[src/rtl/capture_pkg.sv]
// capture_pkg: shared constants and FSM state type for the capture sequencer
package capture_pkg;
  localparam int CAP_NCH = 8;
  localparam int CAP_DW = 14;
  typedef enum logic [2:0] {IDLE, SYNC, PRIME, CAPTURE, DRAIN} cap_state_t;
endpackage

[src/rtl/capture_sequencer_if.sv]
// capture_sequencer_if: serialised sample stream; CAPTURE_SEQ_HEADER_EN adds O_hdr
interface capture_sequencer_if #(parameter int DW = 14);
  logic [DW-1:0] O_dout;
  logic [2:0] O_chan;
  logic O_valid;
  logic I_ready;
`ifdef CAPTURE_SEQ_HEADER_EN
  logic O_hdr;
`endif
  modport master(output O_dout, O_chan, O_valid, input I_ready
`ifdef CAPTURE_SEQ_HEADER_EN
    , output O_hdr
`endif
  );
  modport slave(input O_dout, O_chan, O_valid, output I_ready
`ifdef CAPTURE_SEQ_HEADER_EN
    , input O_hdr
`endif
  );
endinterface

[src/rtl/frame_serializer.sv]
// frame_serializer: one-frame buffer emitted ch0..ch7 on valid/ready; CAPTURE_SEQ_HEADER_EN prepends a frame-index beat
module frame_serializer
  import capture_pkg::*;
#(
  parameter int NCH = CAP_NCH,
  parameter int DW = CAP_DW
) (
  input  logic              I_clk,
  input  logic              I_rst,
  input  logic              clr,
  input  logic              load,
  input  logic [NCH*DW-1:0] din,
`ifdef CAPTURE_SEQ_HEADER_EN
  input  logic [DW-1:0]     fidx,
`endif
  output logic              full,
  output logic              last_acc,
  capture_sequencer_if.master s
);
`ifdef CAPTURE_SEQ_HEADER_EN
  localparam int LAST = NCH;
  logic [DW-1:0] hdr_q;
  logic [2:0] ch;
`else
  localparam int LAST = NCH - 1;
`endif
  logic [NCH*DW-1:0] buf_q;
  logic [3:0] idx_q;
  logic full_q;
  assign full = full_q;
  assign last_acc = full_q & s.I_ready & (idx_q == 4'(LAST));
  assign s.O_valid = full_q;
`ifdef CAPTURE_SEQ_HEADER_EN
  // beat 0 is the header, so data beat b carries channel b-1
  assign ch = idx_q[2:0] - 3'd1;
  assign s.O_dout = (idx_q == 4'd0) ? hdr_q : buf_q[ch*DW +: DW];
  assign s.O_chan = (idx_q == 4'd0) ? 3'd0 : ch;
  assign s.O_hdr = full_q & (idx_q == 4'd0);
`else
  assign s.O_dout = buf_q[idx_q[2:0]*DW +: DW];
  assign s.O_chan = idx_q[2:0];
`endif
  always_ff @(posedge I_clk or posedge I_rst)
    if (I_rst) begin
      buf_q <= '0;
      idx_q <= '0;
      full_q <= 1'b0;
`ifdef CAPTURE_SEQ_HEADER_EN
      hdr_q <= '0;
`endif
    end else if (clr) begin
      idx_q <= '0;
      full_q <= 1'b0;
    end else if (load) begin
      buf_q <= din;
      idx_q <= '0;
      full_q <= 1'b1;
`ifdef CAPTURE_SEQ_HEADER_EN
      hdr_q <= fidx;
`endif
    end else if (last_acc) begin
      idx_q <= '0;
      full_q <= 1'b0;
    end else if (full_q && s.I_ready) begin
      idx_q <= idx_q + 4'd1;
    end
endmodule

[src/rtl/capture_sequencer.sv]
// capture_sequencer: decimator run control (sync, prime, capture N frames, drain); CAPTURE_SEQ_HEADER_EN adds frame headers
module capture_sequencer
  import capture_pkg::*;
#(
  parameter int NCH = CAP_NCH,
  parameter int DW = CAP_DW
) (
  input  logic              I_clk,
  input  logic              I_rst,
  input  logic              I_start,
  input  logic              I_abort,
  input  logic [15:0]       I_nframes,
  input  logic              I_rdy,
  input  logic [NCH*DW-1:0] I_din,
  output logic              O_dec_rst,
  output logic              O_busy,
  output logic              O_done,
  output logic              O_overrun,
  capture_sequencer_if.master out
);
  cap_state_t state_q, state_d;
  logic [15:0] cnt_q, nfr_q;
  logic ovr_q, zero_q, load, full, last_acc, can_take;
  // the buffer counts as free in the cycle its last beat is accepted
  assign can_take = !full || last_acc;
  assign O_dec_rst = state_q == SYNC;
  assign O_busy = state_q != IDLE;
  assign O_overrun = ovr_q;
  assign O_done = zero_q | (state_q == DRAIN && !full && !I_abort);
  always_comb begin
    state_d = state_q;
    load = 1'b0;
    case (state_q)
      IDLE: state_d = (I_start && I_nframes != '0) ? SYNC : IDLE;
      SYNC: state_d = PRIME;
      PRIME: state_d = I_rdy ? CAPTURE : PRIME;
      CAPTURE: begin
        load = I_rdy && can_take;
        state_d = (load && cnt_q + 16'd1 == nfr_q) ? DRAIN : CAPTURE;
      end
      DRAIN: state_d = full ? DRAIN : IDLE;
      default: state_d = IDLE;
    endcase
    if (I_abort) begin
      state_d = IDLE;
      load = 1'b0;
    end
  end
  always_ff @(posedge I_clk or posedge I_rst)
    if (I_rst) begin
      state_q <= IDLE;
      cnt_q <= '0;
      nfr_q <= '0;
      ovr_q <= 1'b0;
      zero_q <= 1'b0;
    end else begin
      state_q <= state_d;
      zero_q <= state_q == IDLE && I_start && I_nframes == '0 && !I_abort;
      if (state_q == IDLE && I_start) nfr_q <= I_nframes;
      if (state_q == SYNC) begin
        cnt_q <= '0;
        ovr_q <= 1'b0;
      end
      if (load) cnt_q <= cnt_q + 16'd1;
      if (state_q == CAPTURE && I_rdy && !can_take && !I_abort) ovr_q <= 1'b1;
    end
  frame_serializer #(.NCH(NCH), .DW(DW)) u_ser (
    .I_clk(I_clk),
    .I_rst(I_rst),
    .clr(I_abort),
    .load(load),
    .din(I_din),
`ifdef CAPTURE_SEQ_HEADER_EN
    .fidx(cnt_q[DW-1:0]),
`endif
    .full(full),
    .last_acc(last_acc),
    .s(out)
  );
endmodule

[src/flat_wrapper.sv]
// flat-port wrapper written by rule: the top's interface ports become plain ports
module capture_sequencer_flat import capture_pkg::*;
#(
  parameter int NCH = CAP_NCH,
  parameter int DW = CAP_DW
)
  (I_clk, I_rst, I_start, I_abort, I_nframes, I_rdy, I_din, O_dec_rst, O_busy, O_done, O_overrun, out_O_dout, out_O_chan, out_O_valid, out_I_ready);
  capture_sequencer_if #(.DW(DW)) out_i ();
  input  logic I_clk;
  input  logic I_rst;
  input  logic I_start;
  input  logic I_abort;
  input  logic [15:0] I_nframes;
  input  logic I_rdy;
  input  logic [NCH*DW-1:0] I_din;
  output logic O_dec_rst;
  output logic O_busy;
  output logic O_done;
  output logic O_overrun;
  output wire logic [$bits(out_i.O_dout)-1:0] out_O_dout;
  output wire logic [$bits(out_i.O_chan)-1:0] out_O_chan;
  output wire logic [$bits(out_i.O_valid)-1:0] out_O_valid;
  input wire logic [$bits(out_i.I_ready)-1:0] out_I_ready;
  assign out_O_dout = out_i.O_dout;
  assign out_O_chan = out_i.O_chan;
  assign out_O_valid = out_i.O_valid;
  assign out_i.I_ready = out_I_ready;
  capture_sequencer #(.NCH(NCH), .DW(DW)) u_core (.I_clk(I_clk), .I_rst(I_rst), .I_start(I_start), .I_abort(I_abort), .I_nframes(I_nframes), .I_rdy(I_rdy), .I_din(I_din), .O_dec_rst(O_dec_rst), .O_busy(O_busy), .O_done(O_done), .O_overrun(O_overrun), .out(out_i));
endmodule
[config.mk]
export PLATFORM = sky130hd
export DESIGN_NAME = capture_sequencer_flat
export DESIGN_NICKNAME = d
export VERILOG_FILES = /design/src/rtl/capture_pkg.sv /design/src/rtl/capture_sequencer_if.sv /design/src/rtl/frame_serializer.sv /design/src/rtl/capture_sequencer.sv /design/src/flat_wrapper.sv
export SDC_FILE = /design/constraint.sdc
export NUM_CORES = 1
export LEC_CHECK = 0
export BUFFER_PORTS_ARGS = -buffer_cell sky130_fd_sc_hd__buf_2
export CORE_MARGIN = 8
export CORE_UTILIZATION = 55
export DETAILED_ROUTE_END_ITERATION = 12
export PLACE_DENSITY = 0.8
export RECOVER_POWER = 100
export SETUP_SLACK_MARGIN = 0.3
export SYNTH_ARGS = -nofsm -noshare
export SYNTH_HDL_FRONTEND = slang
export SYNTH_SLANG_ARGS = --single-unit
export TNS_END_PERCENT = 20
[constraint.sdc]
create_clock -name I_clk -period 8.3 [get_ports I_clk]
set_input_delay 0.83 -clock I_clk [delete_from_list [all_inputs] [get_ports I_clk]]
set_output_delay 0.83 -clock I_clk [all_outputs]
set_load 0.05 [all_outputs]
Yosys cells after proc, flatten, opt, wreduce, memory -nomap -nowiden

Cells that the tools add are included.

$add $sub $neg: 2
Multiply operators: 1
Eq/ne operators: 6
Shift operators: 1
Multiplexer cells: 19
Bitwise logic cells: 4
Reduce and logical (&&, ||, !) cells: 25

Operators with widths:

| operator              | number |
|---|---|
| $shiftx 112x8->14     | 1 |
| $mux 16               | 2 |
| $add 16x1->16 const B | 1 |
| $eq 16x16->1          | 1 |
| $logic_not 16->1      | 1 |
| $mux 4                | 4 |
| $reduce_bool 16->1    | 1 |
| $pmux 3 s5            | 1 |
| $logic_and 1x1->1     | 12 |
| $mux 1                | 9 |
| $mux 3                | 3 |
| $eq 3x2->1 const B    | 2 |
| $mul 3x3->6 const B   | 1 |
| $reduce_bool 3->1     | 2 |
| $add 4x1->4 const B   | 1 |
| $eq 4x3->1 const B    | 1 |
| $reduce_bool 2->1     | 2 |
| $reduce_bool 4->1     | 1 |
| $eq 3x1->1 const B    | 1 |
| $eq 3x3->1 const B    | 1 |
| $logic_not 1->1       | 3 |
| $logic_not 3->1       | 1 |
| $and 1x1->1           | 2 |
| $reduce_and 2->1      | 1 |
| 3 further kinds       | 3 |

Register bits after elaboration: 154
Output and inout bits: 22
Word-level logic and storage cells: 66

Depth between registers and ports, before layout

Gate-level depths: netlist of the first run.

Depth in word-level cells: 8
Gate-level depth with buffers: 8
Depth with buffers taken out: 7

Cells and area by module

From an unflattened synthesis of the first run, not the netlist that was laid out.

Cells, all modules: 542
Area total of the unflattened synthesis: 7536.0 µm²

By module, submodules not included:

| module            | times used | cells each | area each (µm²) |
|---|---|---|---|
| frame_serializer  | 1          | 316        | 5367.6 |
| capture_sequencer | 1          | 226        | 2168.3 |

Worst setup path before layout of the first run

No wires, ideal clock.

Path kind: input port to output port
Start: in I_abort
End: out O_done
Data arrival time: 1.736 ns
Slack: 5.734 ns
Stages: 2
Path buffers: 0
Cell sequence: nand3b_1 o21bai_1

Word-level cells in the longest chain between the ends: 3

Ends and longest elaborated chain:

| element           | line                    | RTL |
|---|---|---|
| start, declared   | flat_wrapper.sv:12      | `input logic I_abort;` |
| $logic_not 1->1   | capture_sequencer.sv:29 | `assign O_done = zero_q \| (state_q == DRAIN && !full && !I_abort);` |
| $logic_and 1x1->1 | capture_sequencer.sv:29 |  |
| $or 1x1->1        | capture_sequencer.sv:29 |  |
| end, declared     | flat_wrapper.sv:18      | `output logic O_done;` |

Every way passes these cells.

Worst setup path after layout of the first run

Start: reg u_core.u_ser.idx_q[0]
End: reg u_core.cnt_q[6]

Word-level cells in the longest chain between the ends: 7
Elaborated cells on any way between the ends: 8
Those cells by class: eq/ne: 1; mux: 3; bitwise: 1; reduce/logical: 3

Ends and longest elaborated chain:

| element                                      | line                    | RTL |
|---|---|---|
| start, declared                              | frame_serializer.sv:28  | `logic [3:0] idx_q;` |
| start signal, assigned                       | frame_serializer.sv:65  | `idx_q <= idx_q + 4'd1;` |
| $eq 4x3->1 (*)                               | frame_serializer.sv:31  | `assign last_acc = full_q & s.I_ready & (idx_q == 4'(LAST));` |
| $and 1x1->1 (*)                              | frame_serializer.sv:31  |  |
| $logic_or 1x1->1 (*)                         | capture_sequencer.sv:25 | `assign can_take = !full \|\| last_acc;` |
| $logic_and 1x1->1 (*)                        | capture_sequencer.sv:38 | `load = I_rdy && can_take;` |
| $mux 1 (*)                                   | capture_sequencer.sv:33 | `case (state_q)` |
| $mux 1 (*)                                   | capture_sequencer.sv:44 | `if (I_abort) begin` |
| $mux 16 or $reduce_bool 2->1 (tied branches) | -                       |  |
| end signal, assigned                         | capture_sequencer.sv:64 | `if (load) cnt_q <= cnt_q + 16'd1;` |
| end, declared                                | capture_sequencer.sv:22 | `logic [15:0] cnt_q, nfr_q;` |

Mark *: on every way between the ends. The rest lies on a longest branch, timed or not.
A chain may end at the register's enable or synchronous reset.

==> results of run 1 <==
cell type report:
type / instances / area share
clock buffer: 17 / 0.0479
clock inverter: 15 / 0.0134
inverter: 10 / 0.00437
multi-input combinational: 577 / 0.387
sequential: 154 / 0.434
tap: 180 / 0.0254
timing repair buffer: 160 / 0.0878
power groups by stage:
stage          sequential (uW)  clock, uW  combinational [uW]
3_3_place_gp              1040          0                 462
4_1_cts                   1040        721                 484
2_1_floorplan             1010          0                 359
5_1_grt                   1060        757                 525
3_5_place_dp              1050          0                 478
6_report                  1040        713                 471
worst reg2reg max path, stage by stage, from the launching register on:
cell and delay (ns):
dfrtp_1 1.66, ha_1 0.42, nand4b_1 0.14, nand2_1 0.16
nand3_1 1.46, buf_4 0.95, a31oi_1 0.27, o21ai_0 0.12
o41ai_1 0.13
placed cells by master (no fill, tap or decap), types with 3 or more instances in the layout:
| master | count |
|---|---|
| nand2_1 | 356 |
| dfrtp_1 | 154 |
| buf_2 | 134 |
| mux2_2 | 29 |
| mux4_2 | 28 |
| o21ai_0 | 25 |
| clkbuf_1 | 23 |
| clkbuf_16 | 17 |
| nor2_1 | 16 |
| xnor2_1 | 12 |
| nand3_1 | 11 |
| inv_1 | 9 |
| a31oi_1 | 8 |
| nand4_1 | 7 |
| nor3_1 | 6 |
| a21oi_1 | 6 |
| xor2_1 | 6 |
| clkinvlp_4 | 6 |
| nand3b_1 | 5 |
| nor4_1 | 5 |
| and3_1 | 4 |
| o41ai_1 | 4 |
| nor3b_1 | 4 |
| o31ai_1 | 3 |
| inv_6 | 3 |
| clkinv_4 | 3 |
| buf_4 | 3 |
worst min-delay path by stage:
stage                     slack [ns]                 endpoint                    start
after detailed placement        0.46   u_core.u_ser.buf_q[39]   u_core.u_ser.buf_q[39]
after floorplan                 0.44   u_core.u_ser.buf_q[28]   u_core.u_ser.buf_q[28]
final                           0.47  u_core.u_ser.buf_q[107]  u_core.u_ser.buf_q[107]
after CTS                       0.47   u_core.u_ser.buf_q[39]   u_core.u_ser.buf_q[39]
after global routing            0.50   u_core.u_ser.buf_q[21]   u_core.u_ser.buf_q[21]
after global placement          0.45   u_core.u_ser.buf_q[35]   u_core.u_ser.buf_q[35]
sequential cells by signal, summed over array words and instances (netlist names):
| register | flops |
|---|---|
| u_core.u_ser.buf_q | 112 |
| u_core.O_overrun | 1 |
| u_core.u_ser.idx_q | 4 |
| u_core.u_ser.full | 1 |
| u_core.zero_q | 1 |
| u_core.nfr_q | 16 |
| u_core.state_q | 3 |
| u_core.cnt_q | 16 |
metrics by stage:
stage | power, uW | cells | cell area, um2
global route | 2340 | 1113 | 8880
floorplan | 1370 | 792 | 7590
global placement | 1500 | 1081 | 8400
finish | 2230 | 1113 | 8880
CTS | 2240 | 1113 | 8950
detailed placement | 1530 | 1081 | 8400
routing by layer:
metal	routed length [um]	vias to the layer above	global-route usage
met4	318	0	0.0767
met2	9850	242	0.375
met3	1480	29	0.0602
met5	0	-	0
met1	7890	2981	0.280
li1	-	2909	-
cell families (layout without fill, tap and decap cells):
family	Yosys count	after routing	synth area share
adder cells (fa/ha/maj)	2	2	0.00330
AO/OA/AOI/OAI	66	66	0.0587
flip-flops	154	154	0.508
buffers and inverters	61	202	0.0382
multiplexers	60	60	0.130
AND/OR/NAND/NOR	431	431	0.241
XOR/XNOR	18	18	0.0208
==> impl_metrics.toml, run 1 <==
[finish]
post-route-util = 0.650
n_fill_cell = 1138
diodes = 0
regArea_um2 = 3850
drive_gt1_frac = 0.259
nets = 1056
syn2layout_area_growth_pct = 16.9
multi_input_area_um2 = 3440

[floorplan]
io_pins = 156
die_w_um = 133
dieArea_um2 = 17800
num_rows = 43
core_um2 = 13700
start_util = 0.555
die_h_um = 133

[global_routing]
grt_pass1_wl_um = 32100
grt-ovfl-total = 0
grt_pass1_vias = 6367
grt_max_degree = 79
track_usage = 0.226
antenna_found_initial = 0

[drt]
ant_nets = 0
drc = 0
vias = 6161
drt-total-wl_um = 19500
via_per_inst = 5.54
wl_per_cell_um = 17.6
firstDrtPassIters = 5
drt_iter0_drc = 507

[clocking]
clockBufferDepth = 2
cts_num_sinks = 154
cts-root-buf = "clkbuf_16"
post_cts_buffers = 0
cts_resized = 0
htree_num_levels = 4
clk_latency_ns = 0.42
path_clk_slew_ns = 0.06
cts_made_buffers = 17
cts_tree = "yes"
ctsHoldBuffers = 0

[job]
drv_cap = 5

[timing]
fin_skew_ns = 0.00787
rsz0062_at_grt = "no"
maxSlewViolCount = 254
worstMarginPinSlew_ns = 3.37
period_minus_slack_ns = 5.42
fin_setup_tns_ns = 0
clock.fmax_mhz = 184
hold_ws_ns = 0.471
fin_crit_sh = 0.653
setup_ws_ns = 2.88
hold_viol_final = 0
finalSetupViolations = 0
worst_slew_margin_rel = -1.26

[placement]
dpl.hpwl_um = 13500
place.port_buffers = 155
gp_congestion = 0.832
pre_cts_ws_ns = 4.73

[logic_synthesis]
yosys.area.top_type = "dfrtp_1"
synth_edf_count = 0
synth_area_per_cell_um2 = 9.58
yosys_most_used_dff = "dfrtp_1"
yosysMostFrequentCell = "nand2_1"
yosys_warnings = 0
async_flop_share = 1.00
ys_seq_area_frac = 0.508
synth.top_cell.area_share = 0.508
ys_top_cells_by_area = "dfrtp_1 51%, nand2_1 18%, mux4_2 8.3%, mux2_2 4.5%, o21ai_0 1.6%"
syn_inst = 792
ys_top_cells_by_count = "356 x nand2_1, 154 x dfrtp_1, 30 x mux2_2, 28 x mux4_2, 24 x o21ai_0"
netlist_area_um2 = 7590
ys_ff_latch = 154
synth_cell_types = 61
syn_nets = 928

[setup_path]
crit_arrival_ns = 5.71
timing.rr.end = "u_core.cnt_q[6]"
crit_type = "reg -> reg"
cpLargestDelayFamily = "simple AND/OR/NAND/NOR gates"
max_stage_delay_ns = 1.66
rr_worst_depth = 8
required_ns = 8.59
path_depth = 8
worstSetupStartpoint = "u_core.u_ser.idx_q[0]"
path_cells = "ha_1 -> nand4b_1 -> nand2_1 -> nand3_1 -> buf_4 -> a31oi_1 -> o21ai_0 -> o41ai_1"
start_kind = "flip-flop"
critical-path-slowest-cell = "dfrtp_1"
path_max_fanout = 76
regToRegSetupSlack_ns = 2.88
critPathCapture = "u_core.cnt_q[6]"
crit_path_end_kind = "flip-flop"
r2r_start = "u_core.u_ser.idx_q[0]"
crit_buf_inv = 1

[power]
max-vdd-ir-drop_mv = 0.164
switchingPower_uw = 709
clkPwrFrac = 0.320
power-per-cell-area_nw_per_um2 = 251
p_sw_frac = 0.318
p_int_uw = 1520
pwr-share-comb = 0.212
leakagePower_uw = 0.00440
seq_power_share = 0.468

[min_path]
holdCritPathClass = "reg -> reg"
holdPathStages = 2

[outcome]
violations = "max-capacitance violations, max-slew violations"
status = "complete, but fails checks"
Note: power is estimated with default switching activity, not from simulation.
==> inputs of run 2 (changes only) <==
- ABC_AREA: not set -> 1
- CORE_UTILIZATION: 55 -> 50
- PLACE_DENSITY: 0.8 -> 0.77
- clock period: 8.3 -> 4.6 ns (I/O delays scaled with it)
==> run 2 against run 1 <==
The run still ends with max-capacitance violations, max-slew violations left. Critical path depth shrank 2. First-iteration DRC count grew 62%. Clock power grew 94%. Design area grew 0.20%. Power grew 95%. Hold slack lost 0.29 ns. Critical path type is now reg -> out. Largest power group unchanged. Highest routed layer unchanged.
==> impl_metrics.toml, run 2 <==
[job]
drv_cap = 2

[logic_synthesis]
ys_seq_area_frac = 0.512
netlist_area_um2 = 7530
synth.top_cell.area_share = 0.512
synth_area_per_cell_um2 = 7.60
ys_top_cells_by_count = "393 x nand2_1, 154 x dfrtp_1, 92 x o21ai_0, 73 x inv_1, 73 x nor2_1"
ys_ff_latch = 154
synth_edf_count = 0
syn_inst = 990
synth_cell_types = 33
syn_nets = 1126
ys_top_cells_by_area = "dfrtp_1 51%, nand2_1 20%, o21ai_0 6.1%, inv_1 3.6%, nor2_1 3.6%"
yosys_warnings = 0
yosys.area.top_type = "dfrtp_1"
yosysMostFrequentCell = "nand2_1"
yosys_most_used_dff = "dfrtp_1"
async_flop_share = 1.00

[timing]
setup_ws_ns = 0.759
hold_ws_ns = 0.176
maxSlewViolCount = 136
clock.fmax_mhz = 260
finalSetupViolations = 0
rsz0062_at_grt = "no"
hold_viol_final = 0
period_minus_slack_ns = 3.84
fin_setup_tns_ns = 0
worst_slew_margin_rel = -0.818
fin_crit_sh = 0.835
fin_skew_ns = 0.00651
worstMarginPinSlew_ns = 2.73

[setup_path]
max_stage_delay_ns = 0.87
crit_arrival_ns = 3.38
rr_worst_depth = 11
path_depth = 6
required_ns = 4.14
start_kind = "flip-flop"
crit_type = "reg -> out"
path_max_fanout = 80
critical-path-slowest-cell = "clkinv_1"
crit_buf_inv = 3
regToRegSetupSlack_ns = 0.94
path_cells = "buf_4 -> clkinv_1 -> o21ai_0 -> a21oi_1 -> a31oi_1 -> clkbuf_1"
crit_path_end_kind = "output port"
cpLargestDelayFamily = "buffers and inverters"

[drt]
vias = 6968
ant_nets = 0
wl_per_cell_um = 16.3
drc = 0
drt_iter0_drc = 823
via_per_inst = 5.29
drt-total-wl_um = 21500
firstDrtPassIters = 5

[global_routing]
grt_max_degree = 107
grt_pass1_vias = 6600
grt-ovfl-total = 0
track_usage = 0.223
grt_pass1_wl_um = 34200
antenna_found_initial = 0

[floorplan]
dieArea_um2 = 19200
start_util = 0.503
num_rows = 45
die_w_um = 139
die_h_um = 139
io_pins = 156
core_um2 = 15000

[outcome]
status = "complete, but fails checks"
violations = "max-capacitance violations, max-slew violations"

[placement]
dpl.hpwl_um = 15600
gp_congestion = 0.959
pre_cts_ws_ns = 1.40
place.port_buffers = 155

[finish]
drive_gt1_frac = 0.162
diodes = 0
reg_top3 = "u_core.u_ser.buf_q (112), u_core.cnt_q (16), u_core.nfr_q (16)"
largest_register_ff_count = 112
layout_commonest_cell = "nand2_1"
syn2layout_area_growth_pct = 18.2
regArea_um2 = 3850
post-route-util = 0.594
layout_common_cells = "394 x nand2_1, 153 x dfrtp_1, 134 x buf_2"
n_fill_cell = 1379
regMostFlops = "u_core.u_ser.buf_q"
nets = 1252
multi_input_area_um2 = 3140

[min_path]
holdCritPathClass = "in -> async"

[clocking]
cts-root-buf = "clkbuf_16"
path_clk_slew_ns = 0.06
htree_num_levels = 4
clk_latency_ns = 0.42
cts_num_sinks = 154
post_cts_buffers = 0
cts_resized = 0
cts_made_buffers = 17
cts_tree = "yes"
ctsHoldBuffers = 0
clockBufferDepth = 2

[power]
total_power_uw = 4350
leakagePower_uw = 0.00458
max-vdd-ir-drop_mv = 0.324
power-per-cell-area_nw_per_um2 = 489
run 2: changes by cell type in the layout (fill, tap and decap cells not counted), moves of 9 or more:
| cell | change |
|---|---|
| o21ai_0 | +73 |
| inv_1 | +63 |
| nor2_1 | +58 |
| nand2_1 | +38 |
| mux2_2 | -29 |
| mux4_2 | -28 |
| nand3_1 | +23 |
| o22ai_1 | +22 |
| a21oi_1 | +13 |
| xnor2_1 | -11 |
| o211ai_1 | +9 |
run 2: final timing paths:
check / start / endpoint
max reg2reg: u_core.u_ser.idx_q[1] / u_core.u_ser.buf_q[93]
max in group asynchronous: I_rst / u_core.u_ser.idx_q[0]
max: u_core.u_ser.idx_q[0] / out_O_dout[12]
min reg2reg: u_core.u_ser.buf_q[6] / u_core.u_ser.buf_q[6]
min in group I_clk: I_din[67] / u_core.u_ser.buf_q[67]
min: I_rst / u_core.u_ser.buf_q[66]
run 2: cell type report:
| class | count | share of cell area |
|---|---|---|
| clock buffer | 19 | 0.0498 |
| sequential | 154 | 0.433 |
| timing repair buffer | 161 | 0.0883 |
| clock inverter | 13 | 0.0162 |
| inverter | 78 | 0.0331 |
| tap | 188 | 0.0264 |
| multi-input combinational | 704 | 0.353 |
run 2: cells by family (layout without fill, tap and decap cells):
group           Yosys count  in the layout  share of synthesized area
compound gates          167            167                      0.122
xor+xnor                  6              6                     0.0106
simple gates            529            529                      0.281
flops                   154            154                      0.512
buf+inv                 132            271                     0.0711
fa+ha+maj                 2              2                    0.00332
run 2: layer usage:
| layer | up-vias | GRT usage | wire, um |
|---|---|---|---|
| met1 | 3210 | 0.299 | 9370 |
| met3 | 55 | 0.0513 | 1650 |
| li1 | 3420 | - | - |
| met4 | 0 | 0.118 | 880 |
| met5 | - | 0 | 0 |
| met2 | 283 | 0.329 | 9600 |
run 2: per-stage QoR:
stage	cell area [um2]	instances
global placement	8370	1285
floorplan	7530	990
CTS	8950	1317
finish	8890	1317
global route	8890	1317
detailed placement	8370	1285
run 2: power breakdown:
part	internal (uW)	switching, uW
Clock	817	566
Sequential	1720	237
Combinational	339	677
run 2: worst reg2reg max path, stage by stage, from the launching register on:
cell and delay (ns):
dfrtp_1 0.32, buf_4 0.35, ha_1 0.25, nand3_1 0.10, nor2_1 0.17, clkinv_1 0.10
nand2_1 0.14, nand2_4 0.06, inv_2 1.00, clkbuf_2 0.77, nand2_1 0.20, nand2_1 0.12
==> inputs of run 3 (changes only) <==
- clock period: 4.6 -> 3.5 ns (I/O delays scaled with it)
==> run 3 against run 2 <==
The flow now finishes without violations. Combinational power rose by 33%. Non-clock buffer count is 7 higher. Clock skew increased by 0.0018 ns. Utilization is 0.58 points higher. Routed wire length fell by 1.4%. Largest power group unchanged. Die area is the same. Power increased by 33%. Largest cell class unchanged. Setup slack got worse by 0.44 ns. Final cell count increased by 0.53%. Global-route usage is 0.093 points higher. Clock power rose by 36%.
==> impl_metrics.toml, run 3 (synthesized netlist as in run 2, its figures left out) <==
[setup_path]
crit_arrival_ns = 2.83
path_max_fanout = 66
rr_worst_depth = 9
max_stage_delay_ns = 0.60
regToRegSetupSlack_ns = 0.50
critical-path-slowest-cell = "dfrtp_1"
crit_path_end_kind = "output port"
crit_type = "reg -> out"
r2r_start = "u_core.u_ser.idx_q[0]"
path_cells = "buf_4 -> o21ai_0 -> o22ai_1 -> nor2_1 -> a31oi_1 -> clkbuf_1"
required_ns = 3.15
start_kind = "flip-flop"
timing.rr.end = "u_core.cnt_q[3]"

[finish]
drive_gt1_frac = 0.167
layout_commonest_cell = "nand2_1"
nets = 1259
reg_top3 = "u_core.u_ser.buf_q (112), u_core.cnt_q (16), u_core.nfr_q (16)"
diodes = 0
largest_register_ff_count = 112
regMostFlops = "u_core.u_ser.buf_q"
n_fill_cell = 1359
layout_common_cells = "394 x nand2_1, 154 x dfrtp_1, 138 x buf_2"
syn2layout_area_growth_pct = 19.3
design_area_um2 = 8980
post-route-util = 0.600

[timing]
period_minus_slack_ns = 3.18
hold_viol_final = 0
fin_crit_sh = 0.908
clock.fmax_mhz = 315
rsz0062_at_grt = "no"
maxSlewViolCount = 0
fin_setup_tns_ns = 0
finalSetupViolations = 0
worstMarginPinSlew_ns = 1.31
fin_skew_ns = 0.00829
worst_slew_margin_rel = 0.129

[min_path]
holdPathStages = 3
holdCritPathClass = "in -> reg"
hold_end = "u_core.u_ser.buf_q[100]"
holdCritStartpoint = "I_din[100]"

[global_routing]
grt_max_degree = 84
grt_pass1_vias = 6861
track_usage = 0.224
grt-ovfl-total = 0
grt_pass1_wl_um = 34600
antenna_found_initial = 0

[power]
pwr-share-comb = 0.234
seq_power_share = 0.440
power-per-cell-area_nw_per_um2 = 645
leakagePower_uw = 0.00465
switchingPower_uw = 1920
p_int_uw = 3870
p_sw_frac = 0.331
clkPwrFrac = 0.325
max-vdd-ir-drop_mv = 0.388

[drt]
wl_per_cell_um = 16.0
firstDrtPassIters = 5
ant_nets = 0
via_per_inst = 5.30
drt-total-wl_um = 21200
drc = 0
vias = 7020
drt_iter0_drc = 767

[floorplan]
io_pins = 156
start_util = 0.503
die_h_um = 139
core_um2 = 15000
dieArea_um2 = 19200
die_w_um = 139
num_rows = 45

[job]
drv_cap = 0

[clocking]
clockBufferDepth = 2
cts_resized = 0
path_clk_slew_ns = 0.06
cts-root-buf = "clkbuf_16"
htree_num_levels = 4
cts_made_buffers = 17
clk_latency_ns = 0.43
cts_num_sinks = 154
cts_tree = "yes"

[placement]
gp_congestion = 0.888
placed_cell_area_um2 = 8420
dpl.hpwl_um = 15400
place.port_buffers = 155

[outcome]
status = "finished, final reports clean"
==> run 3: changes by cell type in the layout (fill, tap and decap cells not counted), sizes merged <==
cell,delta
buf,+8
bufinv,+1
clkbuf,+1
clkinvlp,-2
dlygate4sd3,+1
inv,-2
==> run 3: worst max-delay path, delay by kind of cell, from the launching register on <==
family | cells | cell delay (ns)
DFF | 1 | 0.60
buffers and inverters | 2 | 1.08
AOI/OAI and AO/OA | 3 | 0.65
and+or+nand+nor | 1 | 0.06
==> run 3: layer usage <==
metal  vias to the layer above  track usage  routed length [um]
met2                       291        0.348                9730
met5                         -            0                   0
met1                      3256        0.294                9380
met3                        43       0.0534                1460
li1                       3430            -                   -
met4                         0       0.0947                 610
==> run 3: worst max-delay path by stage <==
stage | startpoint | to | depth (start not counted)
6_report | u_core.u_ser.idx_q[0] | out_O_dout[3] | 6
5_1_grt | u_core.u_ser.idx_q[0] | u_core.u_ser.full | 9
3_3_place_gp | u_core.u_ser.idx_q[0] | u_core.u_ser.full | 9
4_1_cts | u_core.u_ser.idx_q[1] | out_O_dout[1] | 7
3_5_place_dp | u_core.u_ser.idx_q[0] | u_core.u_ser.full | 9
2_1_floorplan | u_core.u_ser.idx_q[0] | out_O_dout[0] | 5
==> run 3: repair_timing <==
item | CTS | global route
hold buffers | 1 | 0
setup endpoints to repair | 0 | 0
hold endpoints to repair | 17 | 0
setup buffers | 0 | 0
==> run 3: area by class of cell <==
class	count	area (um2)	share of cell area
sequential	154	3850	0.429
multi-input combinational	704	3140	0.349
timing repair buffer	168	853	0.0950
clock buffer	22	464	0.0517
inverter	78	297	0.0330
tap	188	235	0.0262
clock inverter	10	141	0.0157
==> run 3: power groups by stage <==
stage	registers, uW	clock network, uW	logic, uW
floorplan	2450	0	1030
global placement	2560	0	1320
detailed placement	2560	0	1360
CTS	2540	1900	1370
global route	2600	1980	1520
finish	2550	1880	1360
==> run 3: metrics by stage <==
step / std cells / hold slack, ns / total power [uW] / setup slack (ns)
global route: 1324 / 0.110 / 6100 / 0.190
CTS: 1324 / 0.110 / 5820 / 0.646
finish: 1324 / 0.115 / 5790 / 0.320
detailed placement: 1291 / 0.404 / 3920 / 0.982
floorplan: 990 / 0.444 / 3480 / 1.06
global placement: 1291 / 0.401 / 3880 / 1.02
